$ cat config.mk
export PLATFORM = sky130hd
export DESIGN_NAME = pipelined_rv_exec_core
export DESIGN_NICKNAME = d
export VERILOG_FILES = /design/src/rtl/pipelined_rv_exec_core.sv
export SDC_FILE = /design/constraint.sdc
export NUM_CORES = 2
export LEC_CHECK = 0
export CAP_MARGIN = 5
export CORE_MARGIN = 4
export CORE_UTILIZATION = 70
export CTS_CLUSTER_SIZE = 8
export DETAILED_ROUTE_END_ITERATION = 10
export DONT_BUFFER_PORTS = 1
export PLACE_DENSITY = 0.87
export SYNTH_ARGS = -nofsm -noshare
export SYNTH_HDL_FRONTEND = slang
export SYNTH_SLANG_ARGS = --single-unit
$ cat constraint.sdc
create_clock -name clk -period 7 [get_ports clk]
set_clock_uncertainty 0.15 [all_clocks]
set_input_delay 1.4 -clock clk [delete_from_list [all_inputs] [get_ports clk]]
set_output_delay 1.4 -clock clk [all_outputs]
set_load 0.03 [all_outputs]
$ cat src/rtl/pipelined_rv_exec_core.sv
// Three-stage RV32I/RV64I integer pipeline (decode/read, execute, writeback); FWD_EN selects forwarding, else interlock.
// Accept at edge t gives out_valid after edge t+2; a stalled result beat freezes all three stages and drops ins_ready.
module pipelined_rv_exec_core #(
    parameter int WIDTH     = 32,
    parameter int DEPTH     = 32,
    parameter int ADD_WIDTH = 5
) (
    input  logic                 clk,
    input  logic                 rst,
    input  logic                 ins_valid,
    output logic                 ins_ready,
    input  logic [31:0]          instruction,
    output logic                 out_valid,
    input  logic                 out_ready,
    output logic [ADD_WIDTH-1:0] out_rd,
    output logic [WIDTH-1:0]     out_data,
    output logic                 illegal
);
    localparam int SHW = $clog2(WIDTH);

    localparam logic [6:0] OPC_R   = 7'b0110011;
    localparam logic [6:0] OPC_I   = 7'b0010011;
    localparam logic [6:0] OPC_LUI = 7'b0110111;

    typedef enum logic [3:0] {
        ALU_ADD, ALU_SUB, ALU_SLL, ALU_SLT, ALU_SLTU,
        ALU_XOR, ALU_SRL, ALU_SRA, ALU_OR,  ALU_AND
    } alu_op_e;

    logic                 s1_vld_q, s1_vld_d;
    logic [31:0]          s1_ins_q, s1_ins_d;
    logic                 s2_vld_q, s2_vld_d;
    alu_op_e              s2_op_q, s2_op_d;
    logic [ADD_WIDTH-1:0] s2_rd_q, s2_rd_d;
    logic [WIDTH-1:0]     s2_op1_q, s2_op1_d;
    logic [WIDTH-1:0]     s2_op2_q, s2_op2_d;
    logic                 s3_vld_q, s3_vld_d;
    logic [ADD_WIDTH-1:0] s3_rd_q, s3_rd_d;
    logic [WIDTH-1:0]     s3_dat_q, s3_dat_d;
    logic                 illegal_q, illegal_d;
    logic [WIDTH-1:0]     rf_q [DEPTH];

    logic [6:0]           opc;
    logic [2:0]           f3;
    logic [6:0]           f7;
    logic [ADD_WIDTH-1:0] rs1_idx, rs2_idx, rd_idx;
    logic [WIDTH-1:0]     imm_i, imm_u;
    logic                 sh_lgc_ok, sh_ari_ok;
    logic                 dec_legal, dec_is_r, dec_is_lui;
    alu_op_e              dec_op;
    logic [WIDTH-1:0]     rf_rs1, rf_rs2, src1, src2;
    logic [WIDTH-1:0]     op1_sel, op2_sel;
    logic [WIDTH-1:0]     alu_res;
    logic [SHW-1:0]       shamt;
    logic                 hazard, stall_out, accept, retire;

    assign opc     = s1_ins_q[6:0];
    assign f3      = s1_ins_q[14:12];
    assign f7      = s1_ins_q[31:25];
    assign rd_idx  = s1_ins_q[7 +: ADD_WIDTH];
    assign rs1_idx = s1_ins_q[15 +: ADD_WIDTH];
    assign rs2_idx = s1_ins_q[20 +: ADD_WIDTH];
    assign imm_i   = WIDTH'($signed(s1_ins_q[31:20]));
    assign imm_u   = WIDTH'($signed({s1_ins_q[31:12], 12'b0}));

    // RV64 shift immediates carry a sixth shamt bit in instruction[25]
    generate
        if (WIDTH == 64) begin : g_sh64
            assign sh_lgc_ok = (s1_ins_q[31:26] == 6'b000000);
            assign sh_ari_ok = (s1_ins_q[31:26] == 6'b010000);
        end else begin : g_sh32
            assign sh_lgc_ok = (s1_ins_q[31:25] == 7'b0000000);
            assign sh_ari_ok = (s1_ins_q[31:25] == 7'b0100000);
        end
    endgenerate

    always_comb begin
        dec_legal  = 1'b0;
        dec_op     = ALU_ADD;
        dec_is_r   = 1'b0;
        dec_is_lui = 1'b0;
        case (opc)
            OPC_R: begin
                dec_is_r  = 1'b1;
                dec_legal = 1'b1;
                case ({f7, f3})
                    10'b0000000_000: dec_op = ALU_ADD;
                    10'b0100000_000: dec_op = ALU_SUB;
                    10'b0000000_001: dec_op = ALU_SLL;
                    10'b0000000_010: dec_op = ALU_SLT;
                    10'b0000000_011: dec_op = ALU_SLTU;
                    10'b0000000_100: dec_op = ALU_XOR;
                    10'b0000000_101: dec_op = ALU_SRL;
                    10'b0100000_101: dec_op = ALU_SRA;
                    10'b0000000_110: dec_op = ALU_OR;
                    10'b0000000_111: dec_op = ALU_AND;
                    default:         dec_legal = 1'b0;
                endcase
            end
            OPC_I: begin
                dec_legal = 1'b1;
                case (f3)
                    3'b000: dec_op = ALU_ADD;
                    3'b010: dec_op = ALU_SLT;
                    3'b011: dec_op = ALU_SLTU;
                    3'b100: dec_op = ALU_XOR;
                    3'b110: dec_op = ALU_OR;
                    3'b111: dec_op = ALU_AND;
                    3'b001: begin
                        dec_op    = ALU_SLL;
                        dec_legal = sh_lgc_ok;
                    end
                    default: begin
                        dec_op    = sh_ari_ok ? ALU_SRA : ALU_SRL;
                        dec_legal = sh_lgc_ok | sh_ari_ok;
                    end
                endcase
            end
            OPC_LUI: begin
                dec_is_lui = 1'b1;
                dec_legal  = 1'b1;
            end
            default: ;
        endcase
    end

    assign rf_rs1 = (rs1_idx == '0) ? '0 : rf_q[rs1_idx];
    assign rf_rs2 = (rs2_idx == '0) ? '0 : rf_q[rs2_idx];

`ifdef FWD_EN
    // Youngest producer wins; x0 is never a forwarding target
    always_comb begin
        src1 = rf_rs1;
        src2 = rf_rs2;
        if (rs1_idx != '0 && s2_vld_q && s2_rd_q == rs1_idx)      src1 = alu_res;
        else if (rs1_idx != '0 && s3_vld_q && s3_rd_q == rs1_idx) src1 = s3_dat_q;
        if (rs2_idx != '0 && s2_vld_q && s2_rd_q == rs2_idx)      src2 = alu_res;
        else if (rs2_idx != '0 && s3_vld_q && s3_rd_q == rs2_idx) src2 = s3_dat_q;
    end
    assign hazard = 1'b0;
`else
    logic uses_rs1, uses_rs2, dep_rs1, dep_rs2;
    assign src1     = rf_rs1;
    assign src2     = rf_rs2;
    assign uses_rs1 = dec_legal & ~dec_is_lui & (rs1_idx != '0);
    assign uses_rs2 = dec_legal & dec_is_r & (rs2_idx != '0);
    assign dep_rs1  = (s2_vld_q & (s2_rd_q == rs1_idx)) | (s3_vld_q & (s3_rd_q == rs1_idx));
    assign dep_rs2  = (s2_vld_q & (s2_rd_q == rs2_idx)) | (s3_vld_q & (s3_rd_q == rs2_idx));
    assign hazard   = s1_vld_q & ((uses_rs1 & dep_rs1) | (uses_rs2 & dep_rs2));
`endif

    assign op1_sel = dec_is_lui ? '0 : src1;
    assign op2_sel = dec_is_r ? src2 : (dec_is_lui ? imm_u : imm_i);

    assign shamt = s2_op2_q[SHW-1:0];

    always_comb begin
        alu_res = '0;
        case (s2_op_q)
            ALU_ADD:  alu_res = s2_op1_q + s2_op2_q;
            ALU_SUB:  alu_res = s2_op1_q - s2_op2_q;
            ALU_SLL:  alu_res = s2_op1_q << shamt;
            ALU_SLT:  alu_res = {{(WIDTH-1){1'b0}}, ($signed(s2_op1_q) < $signed(s2_op2_q))};
            ALU_SLTU: alu_res = {{(WIDTH-1){1'b0}}, (s2_op1_q < s2_op2_q)};
            ALU_XOR:  alu_res = s2_op1_q ^ s2_op2_q;
            ALU_SRL:  alu_res = s2_op1_q >> shamt;
            ALU_SRA:  alu_res = $unsigned($signed(s2_op1_q) >>> shamt);
            ALU_OR:   alu_res = s2_op1_q | s2_op2_q;
            ALU_AND:  alu_res = s2_op1_q & s2_op2_q;
            default:  alu_res = '0;
        endcase
    end

    assign stall_out = s3_vld_q & ~out_ready;
    assign ins_ready = ~rst & ~stall_out & ~hazard;
    assign accept    = ins_valid & ins_ready;
    assign retire    = s3_vld_q & out_ready;

    always_comb begin
        s1_vld_d  = s1_vld_q;
        s1_ins_d  = s1_ins_q;
        s2_vld_d  = s2_vld_q;
        s2_op_d   = s2_op_q;
        s2_rd_d   = s2_rd_q;
        s2_op1_d  = s2_op1_q;
        s2_op2_d  = s2_op2_q;
        s3_vld_d  = s3_vld_q;
        s3_rd_d   = s3_rd_q;
        s3_dat_d  = s3_dat_q;
        illegal_d = 1'b0;
        if (!stall_out) begin
            s3_vld_d  = s2_vld_q;
            s3_rd_d   = s2_rd_q;
            s3_dat_d  = alu_res;
            // Illegal words and interlocked slots both leave a bubble in S2
            s2_vld_d  = s1_vld_q & dec_legal & ~hazard;
            s2_op_d   = dec_op;
            s2_rd_d   = rd_idx;
            s2_op1_d  = op1_sel;
            s2_op2_d  = op2_sel;
            illegal_d = s1_vld_q & ~dec_legal;
            if (!hazard) begin
                s1_vld_d = accept;
                if (accept) s1_ins_d = instruction;
            end
        end
    end

    always_ff @(posedge clk) begin
        if (rst) begin
            s1_vld_q  <= 1'b0;
            s1_ins_q  <= '0;
            s2_vld_q  <= 1'b0;
            s2_op_q   <= ALU_ADD;
            s2_rd_q   <= '0;
            s2_op1_q  <= '0;
            s2_op2_q  <= '0;
            s3_vld_q  <= 1'b0;
            s3_rd_q   <= '0;
            s3_dat_q  <= '0;
            illegal_q <= 1'b0;
            for (int i = 0; i < DEPTH; i++) rf_q[i] <= '0;
        end else begin
            s1_vld_q  <= s1_vld_d;
            s1_ins_q  <= s1_ins_d;
            s2_vld_q  <= s2_vld_d;
            s2_op_q   <= s2_op_d;
            s2_rd_q   <= s2_rd_d;
            s2_op1_q  <= s2_op1_d;
            s2_op2_q  <= s2_op2_d;
            s3_vld_q  <= s3_vld_d;
            s3_rd_q   <= s3_rd_d;
            s3_dat_q  <= s3_dat_d;
            illegal_q <= illegal_d;
            if (retire && s3_rd_q != '0) rf_q[s3_rd_q] <= s3_dat_q;
        end
    end

    assign out_valid = s3_vld_q;
    assign out_rd    = s3_rd_q;
    assign out_data  = s3_dat_q;
    assign illegal   = illegal_q;

endmodule

==> impl_metrics.py <==
metrics = {
    "global_route": {
        "gr-usage-all-layers_pct": 48.65,
        "grt_first_pass_wirelength_mm": 351.9,
        "grt.overflow.total": 0,
        "grt_max_degree": 197,
        "number_of_antenna_violations_at_the_first_check_in_global_routing": 49,
        "first_global_vias": 47100,
    },
    "yosys": {
        "synthTopCellsByArea": "sky130_fd_sc_hd__edfxtp_1 (45%), sky130_fd_sc_hd__mux4_2 (23%), sky130_fd_sc_hd__and2_1 (9.1%)",
        "syn_area_um2": 68520,
        "largest_family_of_logic_cells_by_synthesized_area": "multiplexers",
        "synth-compound-area-share_pct": 6.117,
        "netlist-cell-type-count": 95,
        "post_synth_xor_area_fraction_pct": 0.4218,
        "synth_area_per_cell_um2": 13.82,
        "yosys_top_cell_by_area": "sky130_fd_sc_hd__edfxtp_1",
        "postSynthRegisterBits": 1180,
        "synth_edf_count": 1024,
        "synth_warnings": 0,
        "synth_fa_ha_area_share_pct": 1.830,
        "syn-instance-count": 4957,
        "async_reset_ff_share_pct": 0,
        "synth_top_flop_cell": "sky130_fd_sc_hd__edfxtp_1",
        "multiplexer_fraction_of_the_synthesized_cell_area_pct": 25.45,
        "yosys.area_share.simple_pct": 13.21,
        "seq_area_frac_synth_pct": 49.43,
        "synthDominantCellAreaShare_pct": 44.87,
    },
    "floorplanning": {
        "core_outline_area_um2": 96850,
        "initial_utilization_pct": 70.75,
        "die_width_um": 320.9,
        "fp.dieArea_um2": 103000,
        "fp.dieH_um": 320.9,
        "rows": 114,
        "io-pin-count": 76,
    },
    "route": {
        "detail_route.drc_violations": 0,
        "totalWireLength_mm": 248.2,
        "vias": 49670,
        "detail-route-antenna-nets": 0,
        "post_drt_via_cell_ratio": 8.090,
        "firstDrtPassIters": 8,
        "detail_route.wl_per_cell_um": 40.43,
        "detail_route.iter0.violations": 10920,
    },
    "power_and_ir_drop": {
        "clockPowerShare_pct": 39.0,
        "p_seq_share_pct": 43.6,
        "power.combinational.fraction_pct": 17.4,
        "p_per_area_nw_per_um2": 257.8,
        "irDropWorstVdd_mv": 0.2826,
        "leakagePower_nw": 25.90,
        "power.internal_w": 0.01351,
        "net-switching-power_w": 0.005604,
        "netSwitchingFraction_pct": 29.31,
    },
    "clock_network": {
        "htree_num_levels": 4,
        "number_of_setup_buffers_added_after_cts": 0,
        "cts_buffers": 166,
        "cts.path.max_buffers": 3,
        "clk-insertion-delay-late_ns": 0.80,
        "clock_tree.root_cell": "sky130_fd_sc_hd__clkbuf_16",
        "post_cts_hold_buffer_count": 0,
        "tritoncts_clock_tree": "built",
        "clkSinkCount": 1180,
        "cts.repair.resized": 0,
        "worst_setup_hold_path_clk_slew_ns": 0.05,
    },
    "critical_path": {
        "worst_setup_path_end_kind": "output pin",
        "crit_slowest_cell": "sky130_fd_sc_hd__dfxtp_1",
        "register_to_register_setup_slack_ns": 2.07,
        "r2r_start": "out_valid",
        "critPathMaxFanout": 9,
        "critPathRequiredTime_ns": 5.45,
        "timing.critical_path.from": "out_rd[3]",
        "worst-r2r-cell-count": 5,
        "crit_path_start_kind": "flop",
        "path_cells": "xor2_1 > nor4_1 > and3_1 > a31oi_1 > o21ai_1 > a21oi_1 > nor2b_1",
        "timing.critical_path.max_delay_family": "flip-flops",
        "crit_arrival_ns": 3.66,
        "regToRegEndpoint": "rf_q[28][30]",
        "critical-path-max-stage-delay_ns": 1.01,
        "timing.critical_path.buf_inv": 0,
        "path_class": "reg -> out",
    },
    "timing": {
        "number_of_max_slew_violations_in_the_final_report": 0,
        "tightest_slew_ns": 1.457,
        "relSlewSlack_pct": 2.681,
        "setup-tns-final_ns": 0,
        "final-setup-viol-count": 0,
        "min_period_ns": 5.213,
        "layout_worst_path_cycle_share_pct": 74.48,
        "timing.final.hold_violations": 0,
        "grt_setup_unrepaired": "false",
        "achievable-frequency_mhz": 191.8,
    },
    "hold_path": {
        "hold-path-cell-count": 2,
        "min_to": "s2_rd_q[0]",
        "worstHoldPathType": "reg -> reg",
        "hold_start": "s1_ins_q[7]",
    },
    "place": {
        "port_buffers": 0,
        "routabilityCongestion": 1.068,
        "dpl-instance-area_um2": 69460,
        "detailed_place_hpwl_mm": 155.5,
    },
    "layout": {
        "flow.area_growth_from_synthesis_pct": 8.206,
        "drive_gt1_share_pct": 24.74,
        "fin_area_um2": 74150,
        "nNetsFinal": 4912,
    },
    "flow_run": {
        "maxCapViolations": 0,
    },
    "status": {
        "outcome": "complete, no violations",
    },
}
cells in the mapped netlist, types with 11 or more instances:
| cell type | n |
|---|---|
| sky130_fd_sc_hd__nand3_1 | 29 |
| sky130_fd_sc_hd__o221ai_1 | 13 |
| sky130_fd_sc_hd__and2_1 | 994 |
| sky130_fd_sc_hd__buf_1 | 23 |
| sky130_fd_sc_hd__nor2b_1 | 39 |
| sky130_fd_sc_hd__edfxtp_1 | 1024 |
| sky130_fd_sc_hd__xor2_1 | 18 |
| sky130_fd_sc_hd__mux2_1 | 38 |
| sky130_fd_sc_hd__o211ai_1 | 32 |
| sky130_fd_sc_hd__a21o_1 | 23 |
| sky130_fd_sc_hd__buf_2 | 68 |
| sky130_fd_sc_hd__nand2_1 | 136 |
| sky130_fd_sc_hd__a22oi_1 | 45 |
| sky130_fd_sc_hd__mux4_2 | 700 |
| sky130_fd_sc_hd__dfxtp_1 | 156 |
| sky130_fd_sc_hd__clkbuf_1 | 401 |
| sky130_fd_sc_hd__xnor2_1 | 15 |
| sky130_fd_sc_hd__a211oi_1 | 65 |
| sky130_fd_sc_hd__a21oi_1 | 130 |
| sky130_fd_sc_hd__mux2i_1 | 33 |
| sky130_fd_sc_hd__inv_1 | 95 |
| sky130_fd_sc_hd__a31oi_1 | 21 |
| sky130_fd_sc_hd__nor4_1 | 12 |
| sky130_fd_sc_hd__o21bai_1 | 16 |
| sky130_fd_sc_hd__or2_2 | 37 |
| sky130_fd_sc_hd__nand2b_1 | 13 |
| sky130_fd_sc_hd__a221oi_1 | 52 |
| sky130_fd_sc_hd__ha_1 | 97 |
| sky130_fd_sc_hd__nor2_1 | 242 |
| sky130_fd_sc_hd__mux2_2 | 72 |
| sky130_fd_sc_hd__a221o_1 | 11 |
| sky130_fd_sc_hd__nor3_1 | 37 |
| sky130_fd_sc_hd__o21ai_0 | 85 |
state kept, by name, indices dropped and copies added (netlist names), 4 cells and up, named ones only:
| name | flops |
|---|---|
| out_data | 32 |
| s2_op2_q | 32 |
| s2_op_q | 4 |
| s2_rd_q | 5 |
| s1_ins_q | 32 |
| s2_op1_q | 32 |
| out_rd | 5 |
| rf_q | 1024 |
cell usage in the layout (no fill, tap or decap), types with 11 or more instances in the layout:
cell / netlist / final
sky130_fd_sc_hd__edfxtp_1: 1024 / 1024
sky130_fd_sc_hd__and2_1: 994 / 994
sky130_fd_sc_hd__mux4_2: 700 / 700
sky130_fd_sc_hd__nor2_1: 242 / 209
sky130_fd_sc_hd__clkbuf_16: 0 / 168
sky130_fd_sc_hd__dfxtp_1: 156 / 143
sky130_fd_sc_hd__nand2_1: 136 / 136
sky130_fd_sc_hd__a21oi_1: 130 / 129
sky130_fd_sc_hd__buf_4: 4 / 113
sky130_fd_sc_hd__ha_1: 97 / 97
sky130_fd_sc_hd__inv_1: 95 / 94
sky130_fd_sc_hd__o21ai_0: 85 / 85
sky130_fd_sc_hd__mux2_2: 72 / 72
sky130_fd_sc_hd__a211oi_1: 65 / 65
sky130_fd_sc_hd__a221oi_1: 52 / 52
sky130_fd_sc_hd__a22oi_1: 45 / 45
sky130_fd_sc_hd__clkbuf_1: 401 / 40
sky130_fd_sc_hd__nor2b_1: 39 / 38
sky130_fd_sc_hd__mux2_1: 38 / 38
sky130_fd_sc_hd__or2_2: 37 / 37
sky130_fd_sc_hd__nor3_1: 37 / 36
sky130_fd_sc_hd__mux2i_1: 33 / 33
sky130_fd_sc_hd__o211ai_1: 32 / 32
sky130_fd_sc_hd__conb_1: 1 / 32
sky130_fd_sc_hd__diode_2: 0 / 30
sky130_fd_sc_hd__nand3_1: 29 / 29
sky130_fd_sc_hd__nor2_2: 0 / 25
sky130_fd_sc_hd__a21o_1: 23 / 23
sky130_fd_sc_hd__a31oi_1: 21 / 21
sky130_fd_sc_hd__xor2_1: 18 / 18
sky130_fd_sc_hd__o21bai_1: 16 / 16
sky130_fd_sc_hd__xnor2_1: 15 / 15
sky130_fd_sc_hd__nand2b_1: 13 / 13
sky130_fd_sc_hd__o221ai_1: 13 / 13
sky130_fd_sc_hd__nor4_1: 12 / 12
sky130_fd_sc_hd__buf_12: 0 / 12
sky130_fd_sc_hd__a221o_1: 11 / 11
cell families after synthesis:
group / count (synthesis)
AOI/OAI and AO/OA: 599
xor gates and xnor gates: 33
muxes: 847
other: 1
DFF: 1180
buffers and inverters: 602
and+or+nand+nor: 1596
adders and majority gates: 99
cell type report:
cell class	count	area (um2)
antenna	30	75.07
clock inverter	14	217.7
tap	1276	1597
inverter	98	367.9
clock buffer	211	4395
timing repair buffer	125	1089
sequential	1180	33910
multi-input combinational	3206	32490
fill	5149	22700
layer usage:
layer / global-route usage, % / share of wire, % / wire length [um]
met2: 66.76 / 41 / 102900
met3: 26.65 / 20 / 49210
met5: 2.083 / 0.25 / 627
met1: 62.70 / 31 / 77840
met4: 25.27 / 7.1 / 17600
stage by stage:
step	utilization (%)	setup WS (ns)	total power [W]	hold WS (ns)	cells
2_1_floorplan	-	3.023	0.01026	0.2818	4988
3_3_place_gp	71.72	1.925	0.01140	0.2867	5885
3_5_place_dp	71.72	1.818	0.01147	0.2882	5885
4_1_cts	76.48	1.863	0.01878	0.2929	6110
5_1_grt	76.49	1.688	0.01941	0.3328	6112
6_report	76.56	1.787	0.01912	0.2959	6140
power by group through the flow:
stage | registers, W | logic, W | clock network [W]
3_3_place_gp | 0.00838 | 0.00302 | 0
2_1_floorplan | 0.00824 | 0.00202 | 0
3_5_place_dp | 0.00841 | 0.00306 | 0
5_1_grt | 0.00834 | 0.00335 | 0.00773
6_report | 0.00833 | 0.00333 | 0.00745
4_1_cts | 0.00830 | 0.00311 | 0.00737
worst max-delay path by stage:
stage / endpoint / slack [ns] / cells after the start
5_1_grt: ins_ready / 1.69 / 7
3_3_place_gp: rf_q[28][30] / 1.93 / 5
3_5_place_dp: rf_q[28][30] / 1.82 / 5
2_1_floorplan: ins_ready / 3.02 / 4
6_report: ins_ready / 1.79 / 7
4_1_cts: ins_ready / 1.86 / 7
worst reg2reg max path, stage by stage (launching register included):
cell                      delay (ns)
sky130_fd_sc_hd__dfxtp_1        0.65
sky130_fd_sc_hd__nand2_1        0.28
sky130_fd_sc_hd__nor3b_1        1.20
sky130_fd_sc_hd__nand3_1        0.68
sky130_fd_sc_hd__nor2_4         0.76
sky130_fd_sc_hd__or2_2          0.82
(Power assumes the default switching activity.)
